`src/rtl/muldiv_pkg.sv`:
```
// Shared definitions for the RV32M iterative multiply/divide unit:
// funct3 encodings, FSM states and datapath width.
package muldiv_pkg;

  localparam int XLEN = 32;

  localparam logic [2:0] MD_MUL    = 3'b000;
  localparam logic [2:0] MD_MULH   = 3'b001;
  localparam logic [2:0] MD_MULHSU = 3'b010;
  localparam logic [2:0] MD_MULHU  = 3'b011;
  localparam logic [2:0] MD_DIV    = 3'b100;
  localparam logic [2:0] MD_DIVU   = 3'b101;
  localparam logic [2:0] MD_REM    = 3'b110;
  localparam logic [2:0] MD_REMU   = 3'b111;

  typedef enum logic [1:0] {
    IDLE = 2'd0,
    BUSY = 2'd1,
    DONE = 2'd2
  } md_state_e;

endpackage

```
`src/rtl/ex_muldiv_if.sv`:
```
// Pipeline-side bundle of the M-extension unit: request from ID/EX,
// stall/result back to the hazard unit and EX-result mux.
interface ex_muldiv_if;
  import muldiv_pkg::*;

  logic            start_i;
  logic [2:0]      op_i;
  logic [XLEN-1:0] rs1_i;
  logic [XLEN-1:0] rs2_i;
  logic            flush_i;
  logic            busy_o;
  logic            done_o;
  logic [XLEN-1:0] result_o;

  modport master (
    output start_i, op_i, rs1_i, rs2_i, flush_i,
    input  busy_o, done_o, result_o
  );

  modport slave (
    input  start_i, op_i, rs1_i, rs2_i, flush_i,
    output busy_o, done_o, result_o
  );

endinterface

```
`src/rtl/ex_muldiv.sv`:
```
// Iterative radix-2 RV32M multiply/divide in EX. One 64-bit shift register
// holds either the product or {remainder, quotient}; 32 steps per op.
module ex_muldiv #(
  parameter int XLEN = 32
) (
  input logic        clk_i,
  input logic        rst_i,
  ex_muldiv_if.slave md
);
  import muldiv_pkg::*;

  md_state_e         state_reg, state_next;
  logic [4:0]        cnt_reg;
  logic [2*XLEN-1:0] acc_reg;
  logic [XLEN-1:0]   opa_reg, opb_reg;
  logic [2:0]        op_reg;
  logic              neg_a_reg, neg_b_reg, divz_reg;
  logic [XLEN-1:0]   res_pend_reg, res_last_reg;

  logic              start_ok, done_w;
  logic              signed_a, signed_b, neg_a, neg_b;
  logic [XLEN:0]     mul_sum, div_shift, div_diff;
  logic              q_bit;
  logic [2*XLEN-1:0] step_acc, prod;
  logic [XLEN-1:0]   quot, rem, res_calc;

  assign start_ok = (state_reg == IDLE) && md.start_i && !md.flush_i;
  assign done_w   = (state_reg == DONE) && !md.flush_i;

  always_comb begin
    signed_a = (md.op_i == MD_MULH) || (md.op_i == MD_MULHSU) ||
               (md.op_i == MD_DIV)  || (md.op_i == MD_REM);
    signed_b = (md.op_i == MD_MULH) || (md.op_i == MD_DIV) || (md.op_i == MD_REM);
    neg_a    = signed_a && md.rs1_i[XLEN-1];
    neg_b    = signed_b && md.rs2_i[XLEN-1];
  end

  // Multiply adds into the top half and shifts right; divide shifts the
  // dividend MSB into the remainder and a trial subtract decides the quotient bit.
  always_comb begin
    mul_sum   = {1'b0, acc_reg[2*XLEN-1:XLEN]} + (opb_reg[0] ? {1'b0, opa_reg} : '0);
    div_shift = {acc_reg[2*XLEN-1:XLEN], opa_reg[XLEN-1]};
    div_diff  = div_shift - {1'b0, opb_reg};
    q_bit     = ~div_diff[XLEN];
    if (op_reg[2])
      step_acc = {(q_bit ? div_diff[XLEN-1:0] : div_shift[XLEN-1:0]), acc_reg[XLEN-2:0], q_bit};
    else
      step_acc = {mul_sum, acc_reg[XLEN-1:1]};
  end

  // Sign correction on the final step; divide-by-zero remainder falls out
  // naturally as |rs1| with the dividend's sign, i.e. rs1 itself.
  always_comb begin
    prod     = (neg_a_reg ^ neg_b_reg) ? -step_acc : step_acc;
    quot     = step_acc[XLEN-1:0];
    rem      = step_acc[2*XLEN-1:XLEN];
    res_calc = prod[XLEN-1:0];
    case (op_reg)
      MD_MUL:                       res_calc = prod[XLEN-1:0];
      MD_MULH, MD_MULHSU, MD_MULHU: res_calc = prod[2*XLEN-1:XLEN];
      MD_DIV, MD_DIVU:              res_calc = divz_reg ? '1 :
                                               ((neg_a_reg ^ neg_b_reg) ? -quot : quot);
      default:                      res_calc = neg_a_reg ? -rem : rem;
    endcase
  end

  always_comb begin
    state_next = state_reg;
    case (state_reg)
      IDLE: if (start_ok) state_next = BUSY;
      BUSY: begin
        if (md.flush_i)             state_next = IDLE;
        else if (cnt_reg == 5'd31)  state_next = DONE;
      end
      DONE:    state_next = IDLE;
      default: state_next = IDLE;
    endcase
  end

  always_ff @(posedge clk_i or negedge rst_i) begin
    if (!rst_i) state_reg <= IDLE;
    else        state_reg <= state_next;
  end

  always_ff @(posedge clk_i or negedge rst_i) begin
    if (!rst_i) begin
      cnt_reg      <= '0;
      acc_reg      <= '0;
      opa_reg      <= '0;
      opb_reg      <= '0;
      op_reg       <= '0;
      neg_a_reg    <= 1'b0;
      neg_b_reg    <= 1'b0;
      divz_reg     <= 1'b0;
      res_pend_reg <= '0;
      res_last_reg <= '0;
    end else if (start_ok) begin
      op_reg    <= md.op_i;
      neg_a_reg <= neg_a;
      neg_b_reg <= neg_b;
      divz_reg  <= (md.rs2_i == '0);
      opa_reg   <= neg_a ? -md.rs1_i : md.rs1_i;
      opb_reg   <= neg_b ? -md.rs2_i : md.rs2_i;
      acc_reg   <= '0;
      cnt_reg   <= '0;
    end else if (state_reg == BUSY) begin
      if (md.flush_i) begin
        cnt_reg <= '0;
      end else begin
        acc_reg <= step_acc;
        cnt_reg <= cnt_reg + 5'd1;
        if (op_reg[2]) opa_reg <= {opa_reg[XLEN-2:0], 1'b0};
        else           opb_reg <= {1'b0, opb_reg[XLEN-1:1]};
        if (cnt_reg == 5'd31) res_pend_reg <= res_calc;
      end
    end else if (done_w) begin
      res_last_reg <= res_pend_reg;
    end
  end

  assign md.busy_o   = rst_i && (start_ok || (state_reg == BUSY));
  assign md.done_o   = done_w;
  assign md.result_o = done_w ? res_pend_reg : res_last_reg;

endmodule

```
`src/flat_wrapper.sv`:
```
// flat-port wrapper written by rule: the top's interface ports become plain ports
module ex_muldiv_flat import muldiv_pkg::*;
#(
  parameter int XLEN = 32
)
  (clk_i, rst_i, md_start_i, md_op_i, md_rs1_i, md_rs2_i, md_flush_i, md_busy_o, md_done_o, md_result_o);
  ex_muldiv_if md_i ();
  input logic clk_i;
  input logic rst_i;
  input wire logic [$bits(md_i.start_i)-1:0] md_start_i;
  input wire logic [$bits(md_i.op_i)-1:0] md_op_i;
  input wire logic [$bits(md_i.rs1_i)-1:0] md_rs1_i;
  input wire logic [$bits(md_i.rs2_i)-1:0] md_rs2_i;
  input wire logic [$bits(md_i.flush_i)-1:0] md_flush_i;
  output wire logic [$bits(md_i.busy_o)-1:0] md_busy_o;
  output wire logic [$bits(md_i.done_o)-1:0] md_done_o;
  output wire logic [$bits(md_i.result_o)-1:0] md_result_o;
  assign md_i.start_i = md_start_i;
  assign md_i.op_i = md_op_i;
  assign md_i.rs1_i = md_rs1_i;
  assign md_i.rs2_i = md_rs2_i;
  assign md_i.flush_i = md_flush_i;
  assign md_busy_o = md_i.busy_o;
  assign md_done_o = md_i.done_o;
  assign md_result_o = md_i.result_o;
  ex_muldiv #(.XLEN(XLEN)) u_core (.clk_i(clk_i), .rst_i(rst_i), .md(md_i));
endmodule
```
`config.mk`:
```
export PLATFORM = sky130hd
export DESIGN_NAME = ex_muldiv_flat
export DESIGN_NICKNAME = d
export VERILOG_FILES = /design/src/rtl/muldiv_pkg.sv /design/src/rtl/ex_muldiv_if.sv /design/src/rtl/ex_muldiv.sv /design/src/flat_wrapper.sv
export SDC_FILE = /design/constraint.sdc
export NUM_CORES = 1
export LEC_CHECK = 0
export ABC_AREA = 1
export CORE_ASPECT_RATIO = 1.4
export CORE_MARGIN = 8
export CORE_UTILIZATION = 40
export CTS_BUF_LIST = sky130_fd_sc_hd__clkbuf_8
export DETAILED_ROUTE_END_ITERATION = 10
export SLEW_MARGIN = 20
export SYNTH_ARGS = -nofsm -noshare
export SYNTH_HDL_FRONTEND = slang
export SYNTH_SLANG_ARGS = --single-unit
```
`constraint.sdc`:
```
create_clock -name clk_i -period 8.7 [get_ports clk_i]
set_clock_uncertainty 0.15 [all_clocks]
set_input_delay 1.74 -clock clk_i [delete_from_list [all_inputs] [get_ports clk_i]]
set_output_delay 1.74 -clock clk_i [all_outputs]
set_load 0.1 [all_outputs]
```
**Word-level counts from Yosys, hierarchy flattened**

Cells that the tools add are included.
Widths: inputs -> output; s select.

- $add $sub $neg: 8
- Eq/ne operators: 16
- Muxes and demuxes: 29
- Bitwise logic cells: 5
- Reductions and logical operators: 26

Operator list:

| cell | count |
|---|---|
| $mux 32 | 16 |
| $mux 64 | 5 |
| $neg 32->32 | 4 |
| $pmux 32 s3 | 1 |
| $neg 64->64 | 1 |
| $add 32x33->33 | 1 |
| $sub 33x32->33 | 1 |
| $logic_not 32->1 | 1 |
| $mux 5 | 3 |
| $eq 3x3->1 const B | 4 |
| $eq 3x2->1 const B | 3 |
| $eq 3x1->1 const B | 2 |
| $logic_and 1x1->1 | 6 |
| $logic_or 1x1->1 | 6 |
| $mux 2 | 3 |
| $reduce_and 2->1 | 3 |
| $reduce_and 3->1 | 2 |
| $add 5x1->5 const B | 1 |
| $eq 5x5->1 const B | 1 |
| $ne 2x1->1 const B | 2 |
| $not 1->1 | 4 |
| $pmux 2 s2 | 1 |
| $reduce_and 4->1 | 1 |
| $reduce_bool 2->1 | 2 |
| other kinds (10) | 10 |

- Register bits: 205
- Bits of input ports: 71
- Logic and storage cells: 95

**Logic depth before layout (Yosys ltp)**

- Depth after elaboration: 7
- Mapped depth: 36
- Depth with buffers taken out: 36

**Worst setup path after synthesis**

OpenSTA, ideal clock, no wires.

- Kind: input-to-output
- Start: input port md_flush_i
- End: output port md_result_o[16]
- Arrival: 4.413 ns
- Slack: 2.397 ns
- Cell stages on the path: 4
- Buffers on the path: 1
- Path through: nor3_1 > inv_1 > clkbuf_1 > o21ai_0

- Word-level cells in the longest chain between the ends: 3

RTL lines:

| what | line | RTL |
|---|---|---|
| start: declaration | flat_wrapper.sv:14 | `input wire logic [$bits(md_i.flush_i)-1:0] md_flush_i;` |
| $logic_not 1->1 | ex_muldiv.sv:28 | `assign done_w = (state_reg == DONE) && !md.flush_i;` |
| $logic_and 1x1->1 | ex_muldiv.sv:28 |  |
| $mux 32 | ex_muldiv.sv:123 | `assign md.result_o = done_w ? res_pend_reg : res_last_reg;` |
| end: declaration | flat_wrapper.sv:17 | `output wire logic [$bits(md_i.result_o)-1:0] md_result_o;` |

No other way between the ends.

**Final worst setup path**

Same ends and word-level chain as after synthesis.

==> results.cfg <==
[outcome]
status = complete, no violations

[setup_path]
critPathSlowestCell = clkdlybuf4s50_1
startpoint_type = input pin
required_ns = 6.81
crit_path_end_kind = output pin
crit_path_max_incr_delay_ns = 1.18
crit_chain = clkdlybuf4s50_1 -> nor3_2 -> inv_1 -> buf_4 -> o21ai_0 -> clkdlybuf4s50_1
crit_top_cell = clkdlybuf4s50_1
cp_max_fo = 22
arrival_ns = 4.81
crit_type = input pin to output pin

[detailed_routing]
wl_per_cell_um = 19.8
antenna_left = 0
drt_iter0_markers = 1593
via_count = 21200
drt_wl_total_um = 77700
drt_pass1_iterations = 8
drc = 0
via_per_inst = 5.39

[synth]
syn-cell-area_um2 = 19400
netlist-cell-type-count = 55
synth_top_area_share_pct = 26.4
ys_seq_area_share_pct = 26.4
avgSynthCellArea_um2 = 6.06
yosys_warnings = 0
mappedNetlistNets = 3347
syn_inst = 3203
synth_area_leader_cell = dfrtp_1
ys_seq_elements = 205
netlist_top_cells_area = dfrtp_1, nand2_1, inv_1

[clocking]
cts_setup_buffers = 0
clk_pin_slew_ns = 0.07
cts_tree = done
h-tree-depth = 2
root_buffer = clkbuf_8
numCtsBuffers = 36
cts_hold_buf = 0
cts_resized = 0
clk_path_buf_depth = 3
clk_latency_ns = 0.60
clock-sinks = 205

[global_routing]
grtUsageMet3_pct = 3.37
grt_use_total_pct = 26.9
grt_max_degree = 80
grt_busiest_layer = met2
grt_antenna_before_repair = 1
use_met1_pct = 29.5
overflow = 0
grt_pass1_wl_um = 118000
grt_use_met2_pct = 46.2
grt_pass1_vias = 20400

[finish]
largest_reg_flops = 64
design_area_um2 = 21800
fin_nets = 3411
area_delta_synth_final_pct = 12.4
drive_gt1_share_pct = 6.47
nFillCells = 5244

[sta]
timing.fmax_mhz = 149
slew_headroom_pct = 32.0
slew_viol_final = 0
setup_ws_ns = 2.00
final_hold_viol_count = 0
finalSetupTns_ns = 0
setup_viol = 0
rsz0062_at_grt = false
hold_ws_ns = 0.315
fin_crit_sh_pct = 77.0
tightest_slew_ns = 1.02
min_period_ns = 6.70

[place]
port_buffers = 104
place_area_um2 = 21000
routabilityCongestion = 1.04
dp_slack_ns = 1.89
dp_hpwl_um = 62500

[die]
core_um2 = 48000
dieArea_um2 = 55900
die_x_um = 202
start_util_pct = 40.4
num_io_pins = 105
die_y_um = 277
rows = 95

[min_path]
hp-class = register to register

[power]
peakVddDrop_uv = 187
p_leak_uw = 0.0114
power.density_nw_per_um2 = 402

[job]
drv_cap = 0
==> layer usage <==
layer | vias to the layer above | part of all wire, %
met4 | 0 | 9.4
li1 | 10400 | -
met5 | - | 0
met2 | 697 | 48
met1 | 9816 | 38
met3 | 221 | 4.9
==> report_power, final <==
part | total, uW | internal (uW) | leakage, uW | switching [uW]
clock network | 1090 | 621 | 0.000438 | 473
registers | 1460 | 1150 | 0.00268 | 317
logic | 6210 | 1760 | 0.00830 | 4440
==> path summary, 6_finish.rpt <==
| check | from | endpoint | slack [ns] | cells after the start |
|---|---|---|---|---|
| worst min-delay path | u_core.res_last_reg[29]$_DFFE_PN0P_ | u_core.res_last_reg[29]$_DFFE_PN0P_ | 0.32 | 2 |
| worst max register to register | u_core.acc_reg[58]$_DFFE_PN0P_ | u_core.res_pend_reg[0]$_DFFE_PN0P_ | 2.98 | 26 |
| worst min register to register | u_core.res_last_reg[29]$_DFFE_PN0P_ | u_core.res_last_reg[29]$_DFFE_PN0P_ | 0.32 | 2 |
| min in group asynchronous | rst_i | u_core.res_last_reg[20]$_DFFE_PN0P_ | 0.91 | 1 |
| max in group asynchronous | rst_i | u_core.opa_reg[0]$_DFFE_PN0P_ | 5.84 | 3 |
| worst max-delay path | md_flush_i | md_result_o[16] | 2.00 | 6 |
==> logic make-up after synthesis <==
family / after synthesis / synth area share (%)
and+or+nand+nor: 1729 / 38.0
AOI/OAI and AO/OA: 558 / 15.9
buffers and inverters: 555 / 11.2
DFF: 205 / 26.4
xor gates and xnor gates: 83 / 3.75
adders and majority gates: 73 / 4.78
==> final cells by class <==
| class | count | area, um^2 | area share, % |
|---|---|---|---|
| Sequential cell | 205 | 5130 | 23.5 |
| Inverter | 456 | 1710 | 7.84 |
| Clock buffer | 41 | 564 | 2.59 |
| Timing Repair Buffer | 125 | 1200 | 5.51 |
| Antenna cell | 1 | 2.50 | 0.0115 |
| Tap cell | 630 | 788 | 3.61 |
| Clock inverter | 24 | 293 | 1.34 |
| Multi-Input combinational cell | 2443 | 12100 | 55.6 |
==> layout by cell type (no fill, tap or decap), types with 6 or more instances in the layout <==
| cell type | netlist | final |
|---|---|---|
| nand2_2 | 40 | 40 |
| nor2_1 | 293 | 292 |
| a21o_1 | 6 | 6 |
| nor4_1 | 7 | 7 |
| nand3b_1 | 20 | 20 |
| clkinv_1 | 7 | 7 |
| nand3_1 | 251 | 250 |
| a21oi_1 | 125 | 125 |
| bufinv_16 | 0 | 6 |
| nor3_1 | 35 | 34 |
| o21bai_1 | 6 | 6 |
| buf_4 | 1 | 21 |
| nand3_2 | 9 | 9 |
| clkinv_2 | 0 | 7 |
| nand2_4 | 7 | 7 |
| o211ai_1 | 19 | 19 |
| clkdlybuf4s50_1 | 0 | 103 |
| inv_2 | 19 | 20 |
| or2_2 | 8 | 8 |
| ha_1 | 71 | 71 |
| a31oi_1 | 13 | 13 |
| clkbuf_8 | 0 | 41 |
| dfrtp_1 | 205 | 204 |
| o21a_1 | 6 | 6 |
| xnor2_1 | 26 | 26 |
| xor2_1 | 57 | 57 |
| nand4_1 | 28 | 28 |
| o22ai_1 | 50 | 50 |
| inv_1 | 430 | 432 |
| o21ai_1 | 13 | 13 |
| o21ai_0 | 289 | 289 |
| nand2_1 | 999 | 999 |
| nor2_2 | 19 | 20 |
| nor2_4 | 7 | 7 |
==> worst max-delay path, delay by kind of cell <==
family	cells	cell delay, ns
buf+inv	4	2.38
simple gates	1	0.45
compound gates	1	0.22
==> Yosys cell counts, drive strengths merged <==
cell     number
a21boi        3
fa            2
a21oi       129
inv         449
nand3       260
nor4          8
clkinv        7
xor2         57
a31oi        13
o21ai       308
nand4        28
a22oi         1
nor3         37
nand2      1046
ha           71
xnor2        26
o22ai        50
a22o          1
a21o          6
a211oi        2
o31ai         5
or2           8
o41ai         1
nor2        319
o221ai        2
o21a          7
o2111ai       2
and2          2
buf          32
a41oi         2
nor3b         1
dfrtp       205
o21bai        7
nand3b       20
clkbuf       67
o211ai       19
==> through the flow <==
step | instances | power [uW] | util [%]
floorplan | 3203 | 5690 | -
CTS | 3924 | 8670 | 45.4
global placement | 3859 | 7500 | 43.7
global route | 3925 | 9460 | 45.5
finish | 3925 | 8770 | 45.5
detailed placement | 3859 | 7530 | 43.7
Power figures use the tool's default switching activity.
